==> config.mk <==
export PLATFORM = sky130hd
export DESIGN_NAME = cdb_arbiter
export DESIGN_NICKNAME = d
export VERILOG_FILES = /design/src/rtl/cdb_arbiter.sv
export SDC_FILE = /design/constraint.sdc
export NUM_CORES = 1
export LEC_CHECK = 0
export BUFFER_PORTS_ARGS = -buffer_cell sky130_fd_sc_hd__buf_2
export CORE_MARGIN = 8
export CORE_UTILIZATION = 35
export DETAILED_ROUTE_END_ITERATION = 16
export PLACE_DENSITY_LB_ADDON = 0.2
export SLEW_MARGIN = 25
export SYNTH_ARGS = -nofsm -noshare
export SYNTH_HDL_FRONTEND = slang
export SYNTH_SLANG_ARGS = --single-unit
export TNS_END_PERCENT = 1
==> constraint.sdc <==
create_clock -name clock -period 11.48 [get_ports clock]
set_input_delay 2.296 -clock clock [delete_from_list [all_inputs] [get_ports clock]]
set_output_delay 2.296 -clock clock [all_outputs]
set_load 0.005 [all_outputs]
==> src/rtl/cdb_arbiter.sv <==
// Common data bus arbiter: grants up to CDB_WIDTH completing FUs per cycle with rotating
// priority and broadcasts their packets on the CDB one cycle later.
module cdb_arbiter #(
  parameter int unsigned NUM_FU    = 4,
  parameter int unsigned CDB_WIDTH = 2,
  parameter int unsigned RESULT_W  = 32,
  parameter int unsigned TAG_W     = 6,
  localparam int unsigned PKT_W    = RESULT_W + TAG_W + 1,
  localparam int unsigned PTR_W    = (NUM_FU > 1) ? $clog2(NUM_FU) : 1,
  localparam int unsigned CNT_W    = $clog2(CDB_WIDTH + 1)
) (
  input  logic                                clock,
  input  logic                                reset,
  input  logic [NUM_FU-1:0]                   fu_req,
  input  logic [NUM_FU-1:0][PKT_W-1:0]        fu_result,
  output logic [NUM_FU-1:0]                   fu_gnt,
  output logic [CDB_WIDTH-1:0][PKT_W-1:0]     cdb_out,
  output logic [CNT_W-1:0]                    cdb_count
);

  localparam int unsigned SUM_W = PTR_W + 1;

  logic [PTR_W-1:0]                  rr_ptr;
  logic [PTR_W-1:0]                  ptr_next;
  logic [PTR_W-1:0]                  last_idx;
  logic [SUM_W-1:0]                  scan_sum;
  logic [NUM_FU-1:0][PTR_W-1:0]      scan_idx;
  logic [NUM_FU-1:0]                 eligible;
  logic [NUM_FU-1:0]                 gnt;
  logic [CDB_WIDTH-1:0][PTR_W-1:0]   slot_sel;
  logic [CDB_WIDTH-1:0]              slot_used;
  logic [CNT_W-1:0]                  n_gnt;

  // Scan order: rr_ptr, rr_ptr+1, ... modulo NUM_FU (NUM_FU need not be a power of two)
  always_comb begin
    scan_sum = '0;
    scan_idx = '0;
    for (int j = 0; j < NUM_FU; j++) begin
      scan_sum = {1'b0, rr_ptr} + SUM_W'(j);
      if (scan_sum >= SUM_W'(NUM_FU)) begin
        scan_sum = scan_sum - SUM_W'(NUM_FU);
      end
      scan_idx[j] = scan_sum[PTR_W-1:0];
    end
  end

  always_comb begin
    eligible = '0;
    for (int i = 0; i < NUM_FU; i++) begin
      eligible[i] = fu_req[i] & fu_result[i][0];
    end
  end

  // Take the first CDB_WIDTH eligible FUs in scan order; k-th grant lands in slot k
  always_comb begin
    gnt       = '0;
    slot_sel  = '0;
    slot_used = '0;
    n_gnt     = '0;
    last_idx  = rr_ptr;
    for (int j = 0; j < NUM_FU; j++) begin
      if (eligible[scan_idx[j]] && (n_gnt < CNT_W'(CDB_WIDTH))) begin
        gnt[scan_idx[j]] = 1'b1;
        for (int k = 0; k < CDB_WIDTH; k++) begin
          if (n_gnt == CNT_W'(k)) begin
            slot_sel[k]  = scan_idx[j];
            slot_used[k] = 1'b1;
          end
        end
        n_gnt    = n_gnt + CNT_W'(1);
        last_idx = scan_idx[j];
      end
    end
  end

  always_comb begin
    ptr_next = (last_idx == PTR_W'(NUM_FU - 1)) ? '0 : last_idx + PTR_W'(1);
    fu_gnt   = reset ? gnt : '0;
  end

  // Broadcast register: every slot is rewritten each cycle, unused slots cleared
  always_ff @(posedge clock) begin
    if (!reset) begin
      rr_ptr    <= '0;
      cdb_out   <= '0;
      cdb_count <= '0;
    end else begin
      if (n_gnt != '0) begin
        rr_ptr <= ptr_next;
      end
      for (int k = 0; k < CDB_WIDTH; k++) begin
        cdb_out[k] <= slot_used[k] ? fu_result[slot_sel[k]] : '0;
      end
      cdb_count <= n_gnt;
    end
  end

endmodule

# After elaboration in Yosys (flattened, before gate mapping)
# Index checks and enable logic that the tools add are counted.
[classes] n_addsub=11 magnitude_cmp=17 n_eq_ne=4 mux=58 n_bitwise=7 n_reduce_logical=13
[ops] operator="39-bit binary-select mux with 2-bit select" count=2
[ops] operator="39-bit two-way mux" count=2
[ops] operator="2-bit two-way mux" count=22
[ops] operator="4-bit two-way mux" count=8
[ops] operator="2-bit by 3-bit < comparator with 1-bit output (second input constant)" count=6
[ops] operator="1-bit two-way mux" count=16
[ops] operator="4-bit bitwise OR" count=3
[ops] operator="3-bit >= comparator (second input constant)" count=3
[ops] operator="2-bit by 1-bit adder with 2-bit output (second input constant)" count=4
[ops] operator="1-bit binary-select mux with 2-bit select" count=4
[ops] operator="1-bit demux with 2-bit select" count=4
[ops] operator="2-bit by 1-bit >= comparator with 1-bit output (second input constant)" count=4
[ops] operator="2-bit by 1-bit subtractor with 2-bit output (second input constant)" count=4
[ops] operator="1-bit logical AND" count=7
[ops] operator="2-bit by 2-bit adder with 3-bit output (second input constant)" count=2
[ops] operator="2-bit by 1-bit equality test with 1-bit output (second input constant)" count=3
[ops] operator="2-bit logical NOT" count=3
[ops] operator="2-bit < comparator (second input constant)" count=3
[ops] operator="1-bit bitwise AND" count=4
[ops] operator="2-bit AND reduction" count=2
[ops] operator="2-bit by 1-bit adder with 3-bit output (second input constant)" count=1
[ops] operator="2-bit by 3-bit >= comparator with 1-bit output (second input constant)" count=1
[ops] operator="2-bit equality test (second input constant)" count=1
[ops] operator="2-bit nonzero test" count=1
[word_totals] register_bits=82 in_bits=162 output_inout_bits=84 wordCells=114

# Depth between registers and ports, before layout
[logic_depth] ltp_word=16 mapped_depth=21 ltp_nobuf=17

# Worst setup path before layout
# OpenSTA, ideal clock, no wires.
[synth_path] kind="input-to-output" from="input fu_result[117] (netlist bit)" to="output fu_gnt[0]" arrival_time_ns=4.198 required_time_ns=9.184 path_slack_ns=4.986 path_stages=10 path_buffers=2 path_cell_list="and4b_1 > a31oi_4 > and2_0 > buf_2 > inv_2 > ha_1 > a41oi_4 > clkbuf_1 > a222oi_1 > a21oi_1"
[synth_via] elab_chain_cells=14 elab_cells_between_ends=28 cone_classes="add/sub (2); order compare (3); mux (16); bitwise (4); reduce/logical (3)"
[synth_rtl] item="start, declared" line="15" text="input logic [NUM_FU-1:0][PKT_W-1:0] fu_result,"
[synth_rtl] item="1-bit bitwise AND *" line="50" text="eligible[i] = fu_req[i] & fu_result[i][0];"
[synth_rtl] item="1-bit binary-select mux with 2-bit select" line="62" text="if (eligible[scan_idx[j]] && (n_gnt < CNT_W'(CDB_WIDTH))) begin"
[synth_rtl] item="1-bit two-way mux (not written as such)" line="62"
[synth_rtl] item="1-bit two-way mux" line="62"
[synth_rtl] item="2-bit < comparator" line="62"
[synth_rtl] item="1-bit logical AND" line="62"
[synth_rtl] item="2-bit two-way mux" line="62"
[synth_rtl] item="2-bit < comparator" line="62"
[synth_rtl] item="1-bit logical AND" line="62"
[synth_rtl] item="2-bit two-way mux" line="62"
[synth_rtl] item="2-bit < comparator" line="62"
[synth_rtl] item="1-bit logical AND" line="62"
[synth_rtl] item="4-bit two-way mux *" line="62"
[synth_rtl] item="4-bit two-way mux *" line="78" text="fu_gnt = reset ? gnt : '0;"
[synth_rtl] item="end, declared" line="16" text="output logic [NUM_FU-1:0] fu_gnt,"
# Mark *: on every way between the ends. The rest lies on a longest branch, timed or not. The select of a mux whose other input is x is not followed.

# Worst setup path in the final report
# Ends and elaborated chain as after synthesis.

==> key figures <==
Pwr
  • Logic gate share of total power: 62.1%
  • P_int: ~1100 uW
  • Reg power frac: 22.3%
  • Switch Pwr: 795 uW
  • Power density over the cells: 287 mW/mm^2
  • Clk pwr share: 15.6%
  • Static Leak: 0.00344 uW
  • Switching share of power: 42.6%
  • Worst VDD drop: about 0.00025 V

Synth
  • Post-Syn Area: 0.00494 sq mm
  • Mapped Nets: 666
  • Cell variety after synth: 53
  • Async set-reset flop share out of synthesis: 0%
  • Sequential share of the synthesized area: 33.2%
  • Number of flops mapped to enable cells by yosys: 0
  • Post-synth top area cell: dfxtp_1
  • Mean post-synth cell area: slightly above 10 sq um
  • Top FF cell, synth: dfxtp_1
  • Synth top area cells: dfxtp_1 (33%), mux2i_1 (32%), o22ai_1 (10%)
  • YS warnings: 0
  • Synthesis-stage register bit count: 82
  • Mapped Cells: 491
  • Share of the synthesized area in the top cell type: 33.2%

Cells and area
  • Final std cells w/o fill: 898
  • Util after Layout: 47.0%
  • Commonest non-fill, non-tap cell in the layout: buf_2
  • Synth-to-layout area growth: 31.6%
  • Share of layout cells above drive strength 1: 39.3%
  • Fill cells: 1336
  • Most frequent cells in the layout: buf_2 (245), mux2i_1 (159), dfxtp_1 (82)
  • Antenna cells: 0
  • Nets: 888

Detailed routing
  • Vias per cell: 5.49
  • Post-detailed-route wirelength per cell: around 20 microns
  • DR vias: 4926
  • First-pass detailed-route iteration total: 5
  • Routed Antenna Nets: 0
  • Iter 0 DRT Violations: 168
  • DRC violations left: 0
  • Drt total wl: 17.6 mm

Timing
  • Tmin final: 7060 ps
  • RSZ-0062 raised after global routing: no
  • Slew Viols, Final: 0
  • Peak Freq: 0.142 GHz
  • Final Setup Violations: 0
  • Final period util: 61.5%
  • Worst slew margin: 32.4%
  • Setup TNS: 0 ps
  • Max Clock Skew: 10.6 ps
  • Final hold viol count: 0
  • Actual slew at the worst max-slew pin: 1010 ps

CTS
  • Clock sinks: slightly above 80
  • Post-CTS Setup Repair Bufs: 0
  • Skew-Pair Late Insertion Delay: 340 ps
  • Clock transition at path regs: 60 ps
  • Worst-case clock buffer depth: 2
  • H-tree levels: 3
  • Post-CTS Hold Buffers: 0
  • Num CTS Buffers: 9
  • Root Buffer: clkbuf_16
  • Post_cts resized: 0
  • CTS tree: built

Floorplan
  • Die area: around 0.018 sq mm
  • # IOs: 246
  • Core Area: 0.0138 sq mm
  • Starting Density: around 36%
  • Row cnt: 43
  • Chip height: 135 microns
  • Die Wd: between 100 and 150 microns

Job
  • Max cap viols: 0

Min path
  • HP Start: rr_ptr[1]
  • Worst hold path type: flop to flop

Setup path
  • Worst path top cell family by delay: compound AO/OA/AOI/OAI gates
  • Worst path bufs/invs: 3
  • WP data arrival: 4760 ps
  • Crit Path Max Fanout: 17
  • Cells along the critical path: buf_2 -> and4b_1 -> a31oi_4 -> and2_0 -> inv_2 -> ha_1 -> a41oi_4 -> a21oi_4 -> nand2_1 -> a21oi_1 -> buf_2
  • Slowest cell delay on critical path: between 500 and 600 ps
  • R2R Path Start: rr_ptr[0]
  • CP startpoint: fu_result[117]
  • Cell mode on critical path: buf_2
  • Startpoint types: primary input
  • Slowest cell on crit path: a41oi_4
  • Crit path required time: 9180 ps
  • Critical Path End Type: output pin
  • Crit path kind: primary input to output pin

Place
  • Placed Instances: a little under 900
  • PortBufs: 245
  • Routability Congestion: 0.899
  • Post-DP HPWL: 13.0 mm

Run status
  • Status: finished clean

Global route
  • Overall Global Routing Usage: a little under a fifth
  • Remaining Overflow, GRT: 0
  • First-pass GRT wire length: 27.2 mm
  • Largest net degree at the start of global routing: 51
  • Initial antenna violation count: 0
  • Vias in the first global route: 5435
==> path summary, 6_finish.rpt <==
| kind | cells past startpoint | slack (ps) | to |
|---|---|---|---|
| worst max register to register | 16 | 5470 | cdb_out[39] |
| worst min register to register | 2 | 750 | rr_ptr[1] |
| worst min-delay path | 2 | 750 | rr_ptr[1] |
| worst max-delay path | 11 | 4420 | fu_gnt[0] |
==> routing by layer <==
metal / vias up / part of all wire [%] / GRT usage, %
met5: - / 0 / 0
met4: 0 / 2.4 / 7.55
met2: 208 / 50 / 32.5
met1: 2356 / 38 / 19.8
li1: 2333 / - / -
met3: 29 / 9.5 / 6.54
==> flip-flops by register name, summed over array words and instances (netlist names) <==
register	flops
cdb_out	78
cdb_count	2
rr_ptr	2
==> power groups by stage <==
stage	Clock [uW]	Combinational, uW	Sequential (uW)
final	292	1160	416
after CTS	298	1170	416
after global routing	311	1260	424
after global placement	0	1150	420
after detailed placement	0	1170	422
after floorplan	0	914	422
==> worst reg2reg max path, delay by kind of cell, from the launching register on <==
kind | cells | cell delay, ps
xor+xnor | 1 | 250
compound gates | 3 | 860
flops | 1 | 900
fa+ha+maj | 3 | 1110
mux | 1 | 270
simple gates | 4 | 1420
buf+inv | 4 | 1040
==> cells in the mapped netlist (3+ instances only) <==
master / count
nor3_1: 3
o22ai_1: 79
nand4_1: 3
ha_1: 13
clkbuf_1: 15
mux2i_1: 159
buf_6: 3
and2_1: 6
inv_2: 3
a222oi_1: 4
a21oi_1: 9
buf_4: 6
nand3_1: 5
o21ai_0: 4
nand2_1: 21
xnor2_1: 4
a221oi_1: 5
dfxtp_1: 82
nor2_1: 10
buf_2: 12
inv_1: 5
==> metrics by stage <==
step	setup slack (ps)	hold WS (ps)	total power [uW]	instance area, sq um
3_3_place_gp	4550	728	1570	6210
2_1_floorplan	4990	607	1340	4940
3_5_place_dp	4460	733	1590	6210
5_1_grt	4220	800	1990	6500
6_report	4420	747	1870	6500
4_1_cts	4450	735	1880	6500
==> cell type report <==
type	count	area (sq um)	area share [%]
clock buffer	11	233	3.58
clock inverter	5	62.6	0.962
inverter	10	37.5	0.577
multi-input combinational	359	3030	46.6
sequential	82	1640	25.2
tap	180	225	3.46
timing repair buffer	251	1270	19.5
==> cell families after synthesis <==
kind of cell	synth area share, %
AOI/OAI and AO/OA	17.3
DFF	33.2
adders and majority gates	3.52
muxes	33.1
xor gates and xnor gates	0.709
buffers and inverters	5.97
and+or+nand+nor	6.15
No activity file was read; power rests on OpenSTA's default activity.
